<file path="src/rtl/ysyx_24100029_axi_arbiter.sv">
// Two-master, one-slave AXI4 arbiter: IFU (M0, read) and LSU (M1, read/write).
// Whole-transaction grants with round-robin and a sticky hung-slave watchdog.
module ysyx_24100029_axi_arbiter #(
  parameter int ADDR_W  = 32,
  parameter int DATA_W  = 32,
  parameter int ID_W    = 4,
  parameter int TIMEOUT = 1023
) (
  input  logic              clock,
  input  logic              reset,
  input  logic              m0_arvalid,
  output logic              m0_arready,
  input  logic [ADDR_W-1:0] m0_araddr,
  input  logic [ID_W-1:0]   m0_arid,
  input  logic [7:0]        m0_arlen,
  input  logic [2:0]        m0_arsize,
  input  logic [1:0]        m0_arburst,
  output logic              m0_rvalid,
  input  logic              m0_rready,
  output logic [DATA_W-1:0] m0_rdata,
  output logic [1:0]        m0_rresp,
  output logic              m0_rlast,
  output logic [ID_W-1:0]   m0_rid,
  input  logic              m1_arvalid,
  output logic              m1_arready,
  input  logic [ADDR_W-1:0] m1_araddr,
  input  logic [ID_W-1:0]   m1_arid,
  input  logic [7:0]        m1_arlen,
  input  logic [2:0]        m1_arsize,
  input  logic [1:0]        m1_arburst,
  output logic              m1_rvalid,
  input  logic              m1_rready,
  output logic [DATA_W-1:0] m1_rdata,
  output logic [1:0]        m1_rresp,
  output logic              m1_rlast,
  output logic [ID_W-1:0]   m1_rid,
  input  logic              m1_awvalid,
  output logic              m1_awready,
  input  logic [ADDR_W-1:0] m1_awaddr,
  input  logic [ID_W-1:0]   m1_awid,
  input  logic [7:0]        m1_awlen,
  input  logic [2:0]        m1_awsize,
  input  logic [1:0]        m1_awburst,
  input  logic              m1_wvalid,
  output logic              m1_wready,
  input  logic [DATA_W-1:0] m1_wdata,
  input  logic [DATA_W/8-1:0] m1_wstrb,
  input  logic              m1_wlast,
  output logic              m1_bvalid,
  input  logic              m1_bready,
  output logic [1:0]        m1_bresp,
  output logic [ID_W-1:0]   m1_bid,
  output logic              s_arvalid,
  input  logic              s_arready,
  output logic [ADDR_W-1:0] s_araddr,
  output logic [ID_W-1:0]   s_arid,
  output logic [7:0]        s_arlen,
  output logic [2:0]        s_arsize,
  output logic [1:0]        s_arburst,
  input  logic              s_rvalid,
  output logic              s_rready,
  input  logic [DATA_W-1:0] s_rdata,
  input  logic [1:0]        s_rresp,
  input  logic              s_rlast,
  input  logic [ID_W-1:0]   s_rid,
  output logic              s_awvalid,
  input  logic              s_awready,
  output logic [ADDR_W-1:0] s_awaddr,
  output logic [ID_W-1:0]   s_awid,
  output logic [7:0]        s_awlen,
  output logic [2:0]        s_awsize,
  output logic [1:0]        s_awburst,
  output logic              s_wvalid,
  input  logic              s_wready,
  output logic [DATA_W-1:0] s_wdata,
  output logic [DATA_W/8-1:0] s_wstrb,
  output logic              s_wlast,
  input  logic              s_bvalid,
  output logic              s_bready,
  input  logic [1:0]        s_bresp,
  input  logic [ID_W-1:0]   s_bid,
  output logic [1:0]        grant,
  output logic              err
);

  localparam int WW = (TIMEOUT < 2) ? 1 : $clog2(TIMEOUT + 1);
  localparam logic [WW-1:0] TMO = WW'(TIMEOUT);

  typedef enum logic [1:0] {
    IDLE  = 2'd0,
    M0_RD = 2'd1,
    M1_RD = 2'd2,
    M1_WR = 2'd3
  } state_e;

  state_e        state_q, state_d;
  logic          last_q, last_d;
  logic [WW-1:0] wdog_q, wdog_d;
  logic          err_q, err_d;
  logic          req0, req1;

  assign req0 = m0_arvalid;
  assign req1 = m1_arvalid | m1_awvalid;

  // Response payloads are broadcast; only the valids are gated by ownership.
  assign m0_rdata = s_rdata;
  assign m0_rresp = s_rresp;
  assign m0_rlast = s_rlast;
  assign m0_rid   = s_rid;
  assign m1_rdata = s_rdata;
  assign m1_rresp = s_rresp;
  assign m1_rlast = s_rlast;
  assign m1_rid   = s_rid;
  assign m1_bresp = s_bresp;
  assign m1_bid   = s_bid;
  assign err      = err_q;

  always_ff @(posedge clock or negedge reset) begin
    if (!reset) begin
      state_q <= IDLE;
      last_q  <= 1'b1;
      wdog_q  <= '0;
      err_q   <= 1'b0;
    end else begin
      state_q <= state_d;
      last_q  <= last_d;
      wdog_q  <= wdog_d;
      err_q   <= err_d;
    end
  end

  always_comb begin
    state_d    = state_q;
    last_d     = last_q;
    grant      = 2'b00;
    s_arvalid  = 1'b0;
    s_araddr   = '0;
    s_arid     = '0;
    s_arlen    = '0;
    s_arsize   = '0;
    s_arburst  = '0;
    s_rready   = 1'b0;
    s_awvalid  = 1'b0;
    s_awaddr   = '0;
    s_awid     = '0;
    s_awlen    = '0;
    s_awsize   = '0;
    s_awburst  = '0;
    s_wvalid   = 1'b0;
    s_wdata    = '0;
    s_wstrb    = '0;
    s_wlast    = 1'b0;
    s_bready   = 1'b0;
    m0_arready = 1'b0;
    m0_rvalid  = 1'b0;
    m1_arready = 1'b0;
    m1_rvalid  = 1'b0;
    m1_awready = 1'b0;
    m1_wready  = 1'b0;
    m1_bvalid  = 1'b0;
    unique case (state_q)
      IDLE: begin
        // last_q=1 means M1 went last, so M0 wins a tie.
        if (req0 && (!req1 || last_q)) begin
          state_d = M0_RD;
          last_d  = 1'b0;
        end else if (req1) begin
          state_d = m1_awvalid ? M1_WR : M1_RD;
          last_d  = 1'b1;
        end
      end
      M0_RD: begin
        grant      = 2'b01;
        s_arvalid  = m0_arvalid;
        s_araddr   = m0_araddr;
        s_arid     = m0_arid;
        s_arlen    = m0_arlen;
        s_arsize   = m0_arsize;
        s_arburst  = m0_arburst;
        m0_arready = s_arready;
        m0_rvalid  = s_rvalid;
        s_rready   = m0_rready;
        if (s_rvalid && m0_rready && s_rlast)
          state_d = IDLE;
      end
      M1_RD: begin
        grant      = 2'b10;
        s_arvalid  = m1_arvalid;
        s_araddr   = m1_araddr;
        s_arid     = m1_arid;
        s_arlen    = m1_arlen;
        s_arsize   = m1_arsize;
        s_arburst  = m1_arburst;
        m1_arready = s_arready;
        m1_rvalid  = s_rvalid;
        s_rready   = m1_rready;
        if (s_rvalid && m1_rready && s_rlast)
          state_d = IDLE;
      end
      M1_WR: begin
        grant      = 2'b10;
        s_awvalid  = m1_awvalid;
        s_awaddr   = m1_awaddr;
        s_awid     = m1_awid;
        s_awlen    = m1_awlen;
        s_awsize   = m1_awsize;
        s_awburst  = m1_awburst;
        m1_awready = s_awready;
        s_wvalid   = m1_wvalid;
        s_wdata    = m1_wdata;
        s_wstrb    = m1_wstrb;
        s_wlast    = m1_wlast;
        m1_wready  = s_wready;
        m1_bvalid  = s_bvalid;
        s_bready   = m1_bready;
        if (s_bvalid && m1_bready)
          state_d = IDLE;
      end
      default: state_d = IDLE;
    endcase
  end

  // wdog_q equals the number of owned cycles, including the current one.
  always_comb begin
    wdog_d = '0;
    err_d  = err_q;
    if (state_d != IDLE) begin
      wdog_d = (wdog_q == TMO) ? wdog_q : wdog_q + 1'b1;
      if ((TIMEOUT != 0) && (wdog_d == TMO))
        err_d = 1'b1;
    end
  end

endmodule

</file>
<file path="config.mk">
export PLATFORM = sky130hd
export DESIGN_NAME = ysyx_24100029_axi_arbiter
export DESIGN_NICKNAME = d
export VERILOG_FILES = /design/src/rtl/ysyx_24100029_axi_arbiter.sv
export SDC_FILE = /design/constraint.sdc
export NUM_CORES = 1
export LEC_CHECK = 0
export ABC_AREA = 1
export BUFFER_PORTS_ARGS = -buffer_cell sky130_fd_sc_hd__buf_2
export CELL_PAD_IN_SITES_DETAIL_PLACEMENT = 0
export CELL_PAD_IN_SITES_GLOBAL_PLACEMENT = 2
export CORE_AREA = 3 3 186 188
export DETAILED_ROUTE_END_ITERATION = 10
export DIE_AREA = 0 0 189 191
export HOLD_SLACK_MARGIN = 0.02
export PLACE_DENSITY = 0.83
export SYNTH_ARGS = -nofsm -noshare
export SYNTH_HDL_FRONTEND = slang
export SYNTH_SLANG_ARGS = --single-unit
</file>
<file path="constraint.sdc">
create_clock -name clock -period 1.8 [get_ports clock]
set_input_delay 0 -clock clock [delete_from_list [all_inputs] [get_ports clock]]
set_output_delay 0 -clock clock [all_outputs]
set_load 0.02 [all_outputs]
</file>
==> results by group, run 1 <==
Timing
  – Final Hold Fails: 0
  – Max Fclk: slightly below 600 MHz
  – Setup TNS: 0 ps
  – Minimum clock period: around 1700 ps
  – RSZ-0062 raised after global routing: no
  – Measured slew at the worst slew-check pin: 511 ps
  – Fin crit share: ~95%
  – Worst slew margin: 65.9%
  – Setup Viol. Count Final: 0
  – Worst clock skew: 3.37 ps
  – Slew Limit Fails: 0

Cells and area
  – Cell Count, Final, Fillers Out: roughly 1,300
  – Ant diodes: 0
  – Fillers: between 3,000 and 4,000
  – Layout cells sized above 1: around 44%
  – Area grow syn2layout: 77.2%
  – Net total in the final layout: 1,133

Floorplanning
  – Die span in x: roughly 190 um
  – Die H: approximately 190 um
  – Die area: approximately 36,000 um^2
  – Number of cell rows: 67
  – Starting Density: a little under a tenth
  – Num ports: 477
  – Placeable Area: 33,300 um^2

Pwr
  – PwrDens: between 1000 and 1500 nW/um^2
  – Lkg Pwr: around 3.6 nW
  – Peak VDD IR: between 500 and 600 uV

Clocking
  – Root Buffer: clkbuf_16
  – Clock tree from TritonCTS: done
  – Clk buf depth: 2
  – Clock Sinks: 14
  – Clock latency on the worst-skew pair: between 200 and 250 ps
  – Worst-path clk slew: 50 ps
  – Total CTS buffers: 3
  – H-tree depth: 1

Synth
  – Adder-Cell Fraction of Synth Area: 2.46%
  – Syn Area/Cell: about 5.2 um^2
  – Sequential-to-total area share from yosys stat: a little under an eighth
  – Synth top area cells: nand2_1 (29%), buf_4 (21%), inv_1 (14%), dfrtp_1 (11%), a21oi_1 (9.5%)
  – Area leader, netlist: nand2_1
  – Post-synthesis xor/xnor area fraction: less than 1%
  – Mux cell area share after synthesis: 0%
  – Flops & latches, synth: 14
  – Yosys warns: 0
  – Syn nets: 833
  – Yosys cell types: 30
  – Top-area cell type share of the netlist area: 28.8%
  – Simple-gate portion of the synthesized area: 35.9%
  – Largest family of logic cells by synthesized area: buffers and inverters
  – Mapped Cells: a little under 600
  – Cell Area, Synth: about 3000 um^2
  – Area fraction in compound gates after synthesis: around 11%

GRT
  – Largest net degree at the start of global routing: a little over 90
  – Number of global-route vias before repair: 4,134
  – GRT Residual Overflow: 0
  – GR Util All Layers: between 7 and 8%
  – First-pass GRT wire length: 22,300 um
  – Antenna violations before repair: 2

Detailed routing
  – DR iter-0 viols: 145
  – Residual DRC: 0
  – Antenna-violating nets left: 0
  – Average wire per standard cell: approximately 12 um
  – Drt total wl: roughly 16,000 um
  – TritonRoute pass-1 iters: 4
  – Vias/cell: 3.36
  – Vias after detailed routing: 4,468

Worst setup path
  – Startpoint type of the worst setup path: flop
  – Required time of the critical path: around 1800 ps
  – Max Fanout on Critical Path: between 90 and 100
  – R2r setup slk: approximately 210 ps
  – Crit path arrival time: 1710 ps
  – Critical setup path kind: flop to output pin
  – Worst setup EP type: output pin

Run
  – Max-capacitance violation count: 0

Status
  – Status: complete, no violations

Placed design
  – RePlAce Congestion: 0.777
  – Post-detail-place hpwl: roughly 13,000 um
  – # placed instances: ~1,300
  – IO buf count: between 300 and 400

Min path
  – Min-Delay Path Class: primary input to flop
## flip-flops by register name, indices dropped and copies added, names as in the netlist
| name | flops |
|---|---|
| state_q | 2 |
| err | 1 |
| last_q | 1 |
| wdog_q | 10 |
## cell usage in the layout, fill, tap and decap left out, types with 2 or more instances in the layout
cell and n:
o21ai_0 3, buf_4 6, buf_2 349, buf_12 4
ha_1 3, nor2_1 14, dfrtp_1 12, o21ai_2 2
nor2_2 3, nand3_1 10, clkbuf_16 4, a21oi_1 57
ha_4 3, inv_2 2, nand2_1 234, nand2_2 2
inv_1 110, nor2_4 3, dlygate4sd3_1 45
## routing by layer
metal / GRT usage (%) / up-vias / routed length [um]
met5: 0 / - / 27
met4: 1.69 / 4 / 361
met3: 1.39 / 22 / 1680
met2: 15.0 / 323 / 8080
met1: 8.85 / 1892 / 6240
li1: - / 2227 / -
## power by group
group / internal, mW / total, mW / switching (mW)
Sequential: 0.388 / 0.441 / 0.0523
Combinational: 1.76 / 5.17 / 3.41
Clock: 0.336 / 0.464 / 0.127
Total: 2.48 / 6.07 / 3.59
## synth_stat cells
| cell | number |
|---|---|
| nand2_1 | 234 |
| inv_1 | 111 |
| buf_4 | 84 |
| a21oi_1 | 58 |
| clkbuf_1 | 22 |
| nor2_1 | 14 |
| dfrtp_1 | 13 |
| nand3_1 | 10 |
| ha_1 | 6 |
| buf_1 | 3 |
| nor2_2 | 3 |
| nor2_4 | 3 |
| o21ai_0 | 3 |
| buf_2 | 2 |
| nand2_2 | 2 |
| o21ai_2 | 2 |
| a31oi_1 | 1 |
| buf_6 | 1 |
| clkinv_1 | 1 |
| dfstp_2 | 1 |
| inv_2 | 1 |
| nand3_2 | 1 |
| nand3_4 | 1 |
| nand3b_1 | 1 |
| nand4_1 | 1 |
| nor3_1 | 1 |
| o21ai_1 | 1 |
| o22ai_1 | 1 |
| xnor2_1 | 1 |
| xor2_1 | 1 |
## through the flow
step	total power [mW]	setup slack [ps]	instance area, um^2	hold slack, ps	utilization [%]
6_report	6.07	93.0	5400	123	16.2
5_1_grt	6.54	0.774	5400	167	16.2
4_1_cts	5.96	0.0825	5340	138	16.0
3_5_place_dp	5.09	161	4750	-76.8	14.3
3_3_place_gp	5.13	188	4750	-80.9	14.3
2_1_floorplan	3.52	90.2	3050	-296	-
## critical path, stage by stage, from the launching register on
cell and delay, ps:
dfrtp_2 360, buf_4 140, ha_4 170, buf_16 240, nand2_1 210, inv_1 90, buf_2 160
## cell type report
cell class              count  area (um^2)  share of cell area [%]
clock buffers               4         88.8                    1.65
inverters                 113          424                    7.85
multi-input cells         345         1570                    29.0
flip-flops and latches     14          353                    6.53
well taps                 448          561                    10.4
repair buffers            407         2410                    44.6
## worst paths after layout
path / startpoint / to / depth (start not counted)
min in group asynchronous: reset / wdog_q[7] / 2
max reg2reg: state_q[0] / wdog_q[3] / 9
max in group asynchronous: reset / last_q / 2
min reg2reg: err / err / 2
max: state_q[0] / s_wdata[3] / 6
min: m0_arvalid / last_q / 4
## cell families (layout without fill, tap and decap cells)
family | after synthesis | in the layout
compound gates | 66 | 66
xor+xnor | 2 | 2
flops | 14 | 14
buf+inv | 225 | 524
simple gates | 271 | 271
fa+ha+maj | 6 | 6
## repair_timing
item | in CTS | in global routing
pin swaps | 0 | 0
cloned | 1 | 1
setup endpoints to repair | 8 | 52
setup buffers | 1 | 2
hold buffers | 45 | 0
hold endpoints to repair | 96 | 0
gates resized for setup | 2 | 5
Power figures use the tool's default switching activity.
==> run 2, diff against run 1 <==
Settings changed: CELL_PAD_IN_SITES_DETAIL_PLACEMENT 0 to 1, CELL_PAD_IN_SITES_GLOBAL_PLACEMENT 2 to 1, CORE_AREA 3 3 186 188 to 3 3 185 187, DIE_AREA 0 0 189 191 to 0 0 188 190, PLACE_DENSITY 0.83 to 0.64, SKIP_CTS_REPAIR_TIMING set to 1, SLEW_MARGIN set to 20.
==> run 2 against run 1 <==
- non-clock buffer count down 2
- power up 2.0%
- final cell count down 0.60%
- fmax down 3.1%
- sequential power up 5.9%
- sequential cell count unchanged
- combinational power up 2%
==> results by group, run 2 (synthesized netlist as in run 1, its figures left out) <==
Worst setup path
  – Worst setup EP type: output pin
  – Startpoint type of the worst setup path: flop
  – Critical setup path kind: flop to output pin
  – Crit path arrival time: 1760 ps
  – Worst R2R End: wdog_q[6]
  – CP peak stage delay: around 410 ps
  – Worst Reg-to-Reg Cells: 9
  – R2r startpoint: state_q[0]
  – R2r setup slk: 150 ps
  – Max Fanout on Critical Path: 51
  – Worst path slowest cell: dfrtp_2
  – Required time of the critical path: about 1800 ps
  – Crit-path cells: inv_2, ha_1, clkinv_1, buf_12, a21oi_1, buf_4

Cells and area
  – Cell Count, Final, Fillers Out: 1,323
  – Largest regs: wdog_q: 10 flops, state_q: 2 flops
  – Most common cell after layout, fill and taps aside: buf_2
  – Largest Register: wdog_q
  – Max reg flops: 10
  – Final Cell Area: 5430 um^2
  – Sequential Area: 354 um^2
  – Finished Core Util: roughly 17%
  – Area grow syn2layout: 78.1%
  – Layout cells sized above 1: ~45%
  – Net total in the final layout: between 1,000 and 1,500
  – Fillers: approximately 4,200
  – Multi-input logic area: between 1500 and 2000 um^2
  – Ant diodes: 0
  – Most frequent cells in the layout: buf_2 (334), nand2_1 (234), inv_1 (109)

Detailed routing
  – Antenna-violating nets left: 0
  – TritonRoute pass-1 iters: 4
  – DR iter-0 viols: 106
  – Average wire per standard cell: 13.8 um
  – Vias/cell: ~3.5
  – Residual DRC: 0
  – Drt total wl: roughly 18,000 um
  – Vias after detailed routing: 4,613

Placed design
  – RePlAce Congestion: 0.787
  – IO buf count: 350
  – # placed instances: between 1,000 and 1,500
  – Post-detail-place hpwl: around 14,000 um
  – Placed cell area: 4730 um^2

Pwr
  – Peak VDD IR: about 490 uV
  – PwrDens: between 1000 and 1500 nW/um^2
  – Lkg Pwr: 3.55 nW

Timing
  – Setup Viol. Count Final: 0
  – Fin crit share: between 90% and 100%
  – Setup TNS: 0 ps
  – Worst clock skew: between 3 and 4 ps
  – Measured slew at the worst slew-check pin: between 400 and 500 ps
  – Max Fclk: 568 MHz
  – RSZ-0062 raised after global routing: yes
  – Slew Limit Fails: 0
  – Worst slew margin: roughly two thirds
  – Final Hold Fails: 0
  – Minimum clock period: between 1500 and 2000 ps

Clocking
  – Clk buf depth: 2
  – Clock latency on the worst-skew pair: 250 ps
  – Root Buffer: clkbuf_16
  – Clock tree from TritonCTS: done
  – Worst-path clk slew: ~50 ps
  – Clock Sinks: 14
  – Total CTS buffers: 3
  – H-tree depth: 1

Status
  – Status: complete, no violations

Floorplanning
  – Number of cell rows: 66
  – Num ports: roughly 480
  – Die H: 190 um
  – Die area: 35,700 um^2
  – Placeable Area: ~33,000 um^2
  – Die span in x: between 150 and 200 um
  – Starting Density: under 10%

GRT
  – Number of global-route vias before repair: 4,524
  – Antenna violations before repair: 1
  – GR Util All Layers: under 10%
  – GRT Residual Overflow: 0
  – Largest net degree at the start of global routing: 94
  – First-pass GRT wire length: between 20,000 and 25,000 um

Min path
  – Min-Delay Path Class: primary input to flop
  – Worst Hold End: last_q
  – WHS Path Cells: 4
  – Hold_sp: m0_arvalid

Run
  – Max-capacitance violation count: 0
[run 2: cell types whose count changed in the layout (fill, tap and decap cells not counted), moves of 7 or more]
cell | before | now
buf_4 | 6 | 20
a21oi_1 | 57 | 50
a21oi_2 | 1 | 8
buf_2 | 349 | 334
[run 2: metrics by stage]
stage	setup slack (ps)	hold slack [ps]	total power [mW]
after detailed placement	140	-71.5	5.09
after CTS	-36.8	-336	5.58
after global placement	190	-85.6	5.02
after floorplan	90.2	-296	3.52
final	38.0	105	6.19
after global routing	-33.5	148	6.72
[run 2: per-layer routing]
layer,routed length [um],GRT usage [%],up-vias
met4,191,1.73,2
li1,-,-,2211
met5,20,0,-
met2,9490,15.3,302
met1,6990,8.46,2081
met3,1580,3.56,17
[run 2: worst max-delay path: cells and delay by family (launching register included)]
kind | cells | cell delay (ps)
compound gates | 1 | 220
fa+ha+maj | 1 | 290
buf+inv | 4 | 540
flops | 1 | 410
[run 2: how the worst max path moves through the flow]
stage	from	depth (start not counted)	slack (ps)	end
floorplan	state_q[1]	6	90	s_araddr[0]
global route	state_q[1]	6	-30	s_araddr[5]
CTS	state_q[1]	6	-40	s_araddr[24]
detailed placement	state_q[0]	9	140	wdog_q[6]
global placement	state_q[0]	9	190	wdog_q[6]
finish	state_q[1]	6	40	s_araddr[5]
[run 2: final cells by class]
class                           instances  share of cell area, %
Sequential cell                        14                   6.53
Timing Repair Buffer                  405                   44.4
Clock buffer                            4                   1.64
Inverter                              113                   7.82
Multi-Input combinational cell        345                   29.4
Tap cell                              442                   10.2
[run 2: power by group]
| part | internal, mW | total (mW) | switching (mW) |
|---|---|---|---|
| sequential | 0.390 | 0.467 | 0.0764 |
| clock | 0.337 | 0.474 | 0.137 |
| combinational | 1.75 | 5.25 | 3.49 |
==> run 3, diff against run 2 <==
Settings changed: ABC_AREA 1 to not set, CORE_AREA 3 3 185 187 to 3 3 186 188, CTS_CLUSTER_SIZE set to 20, DIE_AREA 0 0 188 190 to 0 0 189 191, PLACE_DENSITY 0.64 to 0.6.
==> run 3 against run 2 <==
- power fell by 0.23%
- fmax rose by 3.3%
- non-clock buffer count rose by 10
- synthesized cell count fell by 31%
- worst setup slack improved by 57 ps
- area after synthesis fell by 4.2%
- register-to-register slack got worse by 60 ps
- largest cell class unchanged
==> results by group, run 3 <==
Status
  – Status: complete, no violations

Detailed routing
  – Average wire per standard cell: 16.8 um
  – TritonRoute pass-1 iters: 4
  – Vias after detailed routing: just over 4,000
  – Residual DRC: 0
  – DR iter-0 viols: 112
  – Drt total wl: about 19,000 um
  – Vias/cell: 3.52
  – Antenna-violating nets left: 0

Synth
  – Top_reg_cell synth: dfrtp_1
  – Top-area cell type share of the netlist area: a little over a fifth
  – Yosys warns: 0
  – Syn Area/Cell: between 7 and 8 um^2
  – Flops & latches, synth: 14
  – Sequential-to-total area share from yosys stat: 12.0%
  – Yosys cell types: 38
  – Syn nets: between 600 and 700
  – Synth top cells by count: and2_1 (99), buf_4 (84), nor2b_1 (54)
  – Synth top area cells: buf_4 (22%), and2_1 (21%), a22oi_1 (13%), nor2b_1 (12%), dfrtp_1 (11%)
  – Count leader, synth: and2_1
  – Post-synth EDFFs: 0
  – Area leader, netlist: buf_4
  – Ys async rst share: between 90% and 100%
  – Cell Area, Synth: 2920 um^2
  – Mapped Cells: approximately 400

GRT
  – Largest net degree at the start of global routing: 94
  – Number of global-route vias before repair: 3,981
  – First-pass GRT wire length: approximately 24,000 um
  – GRT Residual Overflow: 0
  – GR Util All Layers: 8.69%
  – Antenna violations before repair: 7

Placed design
  – RePlAce Congestion: ~0.8
  – Placed cell area: roughly 4700 um^2
  – Post-detail-place hpwl: approximately 15,000 um
  – # placed instances: 1,102
  – IO buf count: 350

Cells and area
  – Area grow syn2layout: 83.9%
  – Final Cell Area: 5370 um^2
  – Max reg flops: 10
  – Net total in the final layout: 959
  – Largest regs: wdog_q: 10 flops, state_q: 2 flops
  – Cell Count, Final, Fillers Out: between 1,000 and 1,500
  – Largest Register: wdog_q
  – Most frequent cells in the layout: buf_2 (350), and2_1 (99), nor2b_1 (53)
  – Layout cells sized above 1: a little under three fifths
  – Most common cell after layout, fill and taps aside: buf_2

Timing
  – Worst clock skew: around 0.56 ps
  – Measured slew at the worst slew-check pin: between 400 and 500 ps
  – Fin crit share: 94.7%
  – Slew Limit Fails: 0
  – Worst slew margin: approximately 67%
  – Minimum clock period: 1710 ps
  – Final Hold Fails: 0
  – RSZ-0062 raised after global routing: yes
  – Setup TNS: 0 ps
  – Max Fclk: 586 MHz
  – Setup Viol. Count Final: 0

Pwr
  – Lkg Pwr: between 2 and 3 nW
  – Psw: approximately 3.3 mW
  – Sequential power share: around 7.7%
  – Switching Share: ~54%
  – PwrDens: about 1200 nW/um^2
  – Clock share of power: 7.8%
  – Logic pwr share: 84.5%
  – Peak VDD IR: ~400 uV
  – Internal: between 2 and 3 mW

Worst setup path
  – Max Fanout on Critical Path: 10
  – Startpoint type of the worst setup path: flop
  – Required time of the critical path: 1970 ps
  – Crit path arrival time: between 1500 and 2000 ps
  – R2r setup slk: 90 ps
  – Critical setup path kind: flop to flop
  – Worst setup EP type: flop

Run
  – Max-capacitance violation count: 0

Min path
  – Min-Delay Path Class: primary input to async pin

Clocking
  – Total CTS buffers: 3
  – Clock Sinks: 14
  – Clk buf depth: 2
  – Worst-path clk slew: around 50 ps
  – Clock latency on the worst-skew pair: ~250 ps
  – H-tree depth: 1
  – Clock tree from TritonCTS: done
  – Root Buffer: clkbuf_16

Floorplanning
  – Num ports: between 400 and 500
  – Die span in x: between 150 and 200 um
  – Die H: between 150 and 200 um
  – Placeable Area: 33,300 um^2
  – Number of cell rows: 67
  – Starting Density: 8.77%
  – Die area: approximately 36,000 um^2
-- run 3: changes by cell type after synthesis, moves of 3 or more --
cell	previous run	this run
nand2_1	234	12
nor2_2	3	0
a22oi_1	0	51
clkbuf_1	22	26
nor2b_1	0	54
nor2_4	3	0
and2_1	0	99
inv_1	111	3
nor2_1	14	11
a21oi_1	58	5
nand3_1	10	6
-- run 3: stage by stage --
stage / setup WS, ps / hold slack, ps / power [mW] / util, %
after floorplan: 53.3 / -296 / 3.59 / -
after global placement: 123 / -78.1 / 5.01 / 14.0
after detailed placement: 59.2 / -71.8 / 5.09 / 14.0
after CTS: -50.7 / -337 / 5.59 / 14.3
after global routing: -51.6 / 232 / 6.61 / 16.1
final: 94.9 / 197 / 6.17 / 16.1
-- run 3: worst paths after layout --
path,start,to,cells after the start
setup / recovery,state_q[0],wdog_q[8],7
hold / removal,reset,wdog_q[4],2
setup reg to reg,state_q[0],wdog_q[8],7
hold reg to reg,err,err,1
max in group asynchronous,reset,last_q,2
min in group clock,m1_arvalid,last_q,4
-- run 3: cell families after synthesis --
group,share of synthesized area [%]
AOI/OAI and AO/OA,16.9
xor gates and xnor gates,1.50
adders and majority gates,2.57
buffers and inverters,25.8
DFF,12.0
muxes,1.07
and+or+nand+nor,40.1
-- run 3: routing by layer --
| metal | vias to the layer above | track usage, % | wire length (um) |
|---|---|---|---|
| li1 | 1872 | - | - |
| met1 | 1893 | 8.77 | 7100 |
| met2 | 291 | 16.6 | 10300 |
| met3 | 22 | 2.31 | 1470 |
| met4 | 4 | 4.12 | 594 |
| met5 | - | 0 | 21 |
-- run 3: power groups by stage --
stage	Combinational (mW)	Sequential [mW]	Clock (mW)
2_1_floorplan	3.15	0.441	0
3_3_place_gp	4.56	0.447	0
3_5_place_dp	4.63	0.457	0
4_1_cts	4.65	0.454	0.486
5_1_grt	5.63	0.484	0.501
6_report	5.22	0.478	0.480
-- run 3: layout make-up --
| type | count | area (um^2) |
|---|---|---|
| diodes | 4 | 10.0 |
| flip-flops and latches | 14 | 354 |
| clock buffers | 4 | 88.8 |
| inverters | 3 | 11.3 |
| repair buffers | 415 | 2470 |
| multi-input cells | 273 | 1870 |
| well taps | 448 | 561 |
| fillers | 4083 | 27900 |
-- run 3: worst max-delay path, cell delays in order, from the launching register on --
cell	delay [ps]
dfrtp_2	430
inv_2	120
ha_2	240
o21ai_0	90
a32oi_1	250
o2bb2ai_2	120
buf_4	190
nor3_1	180
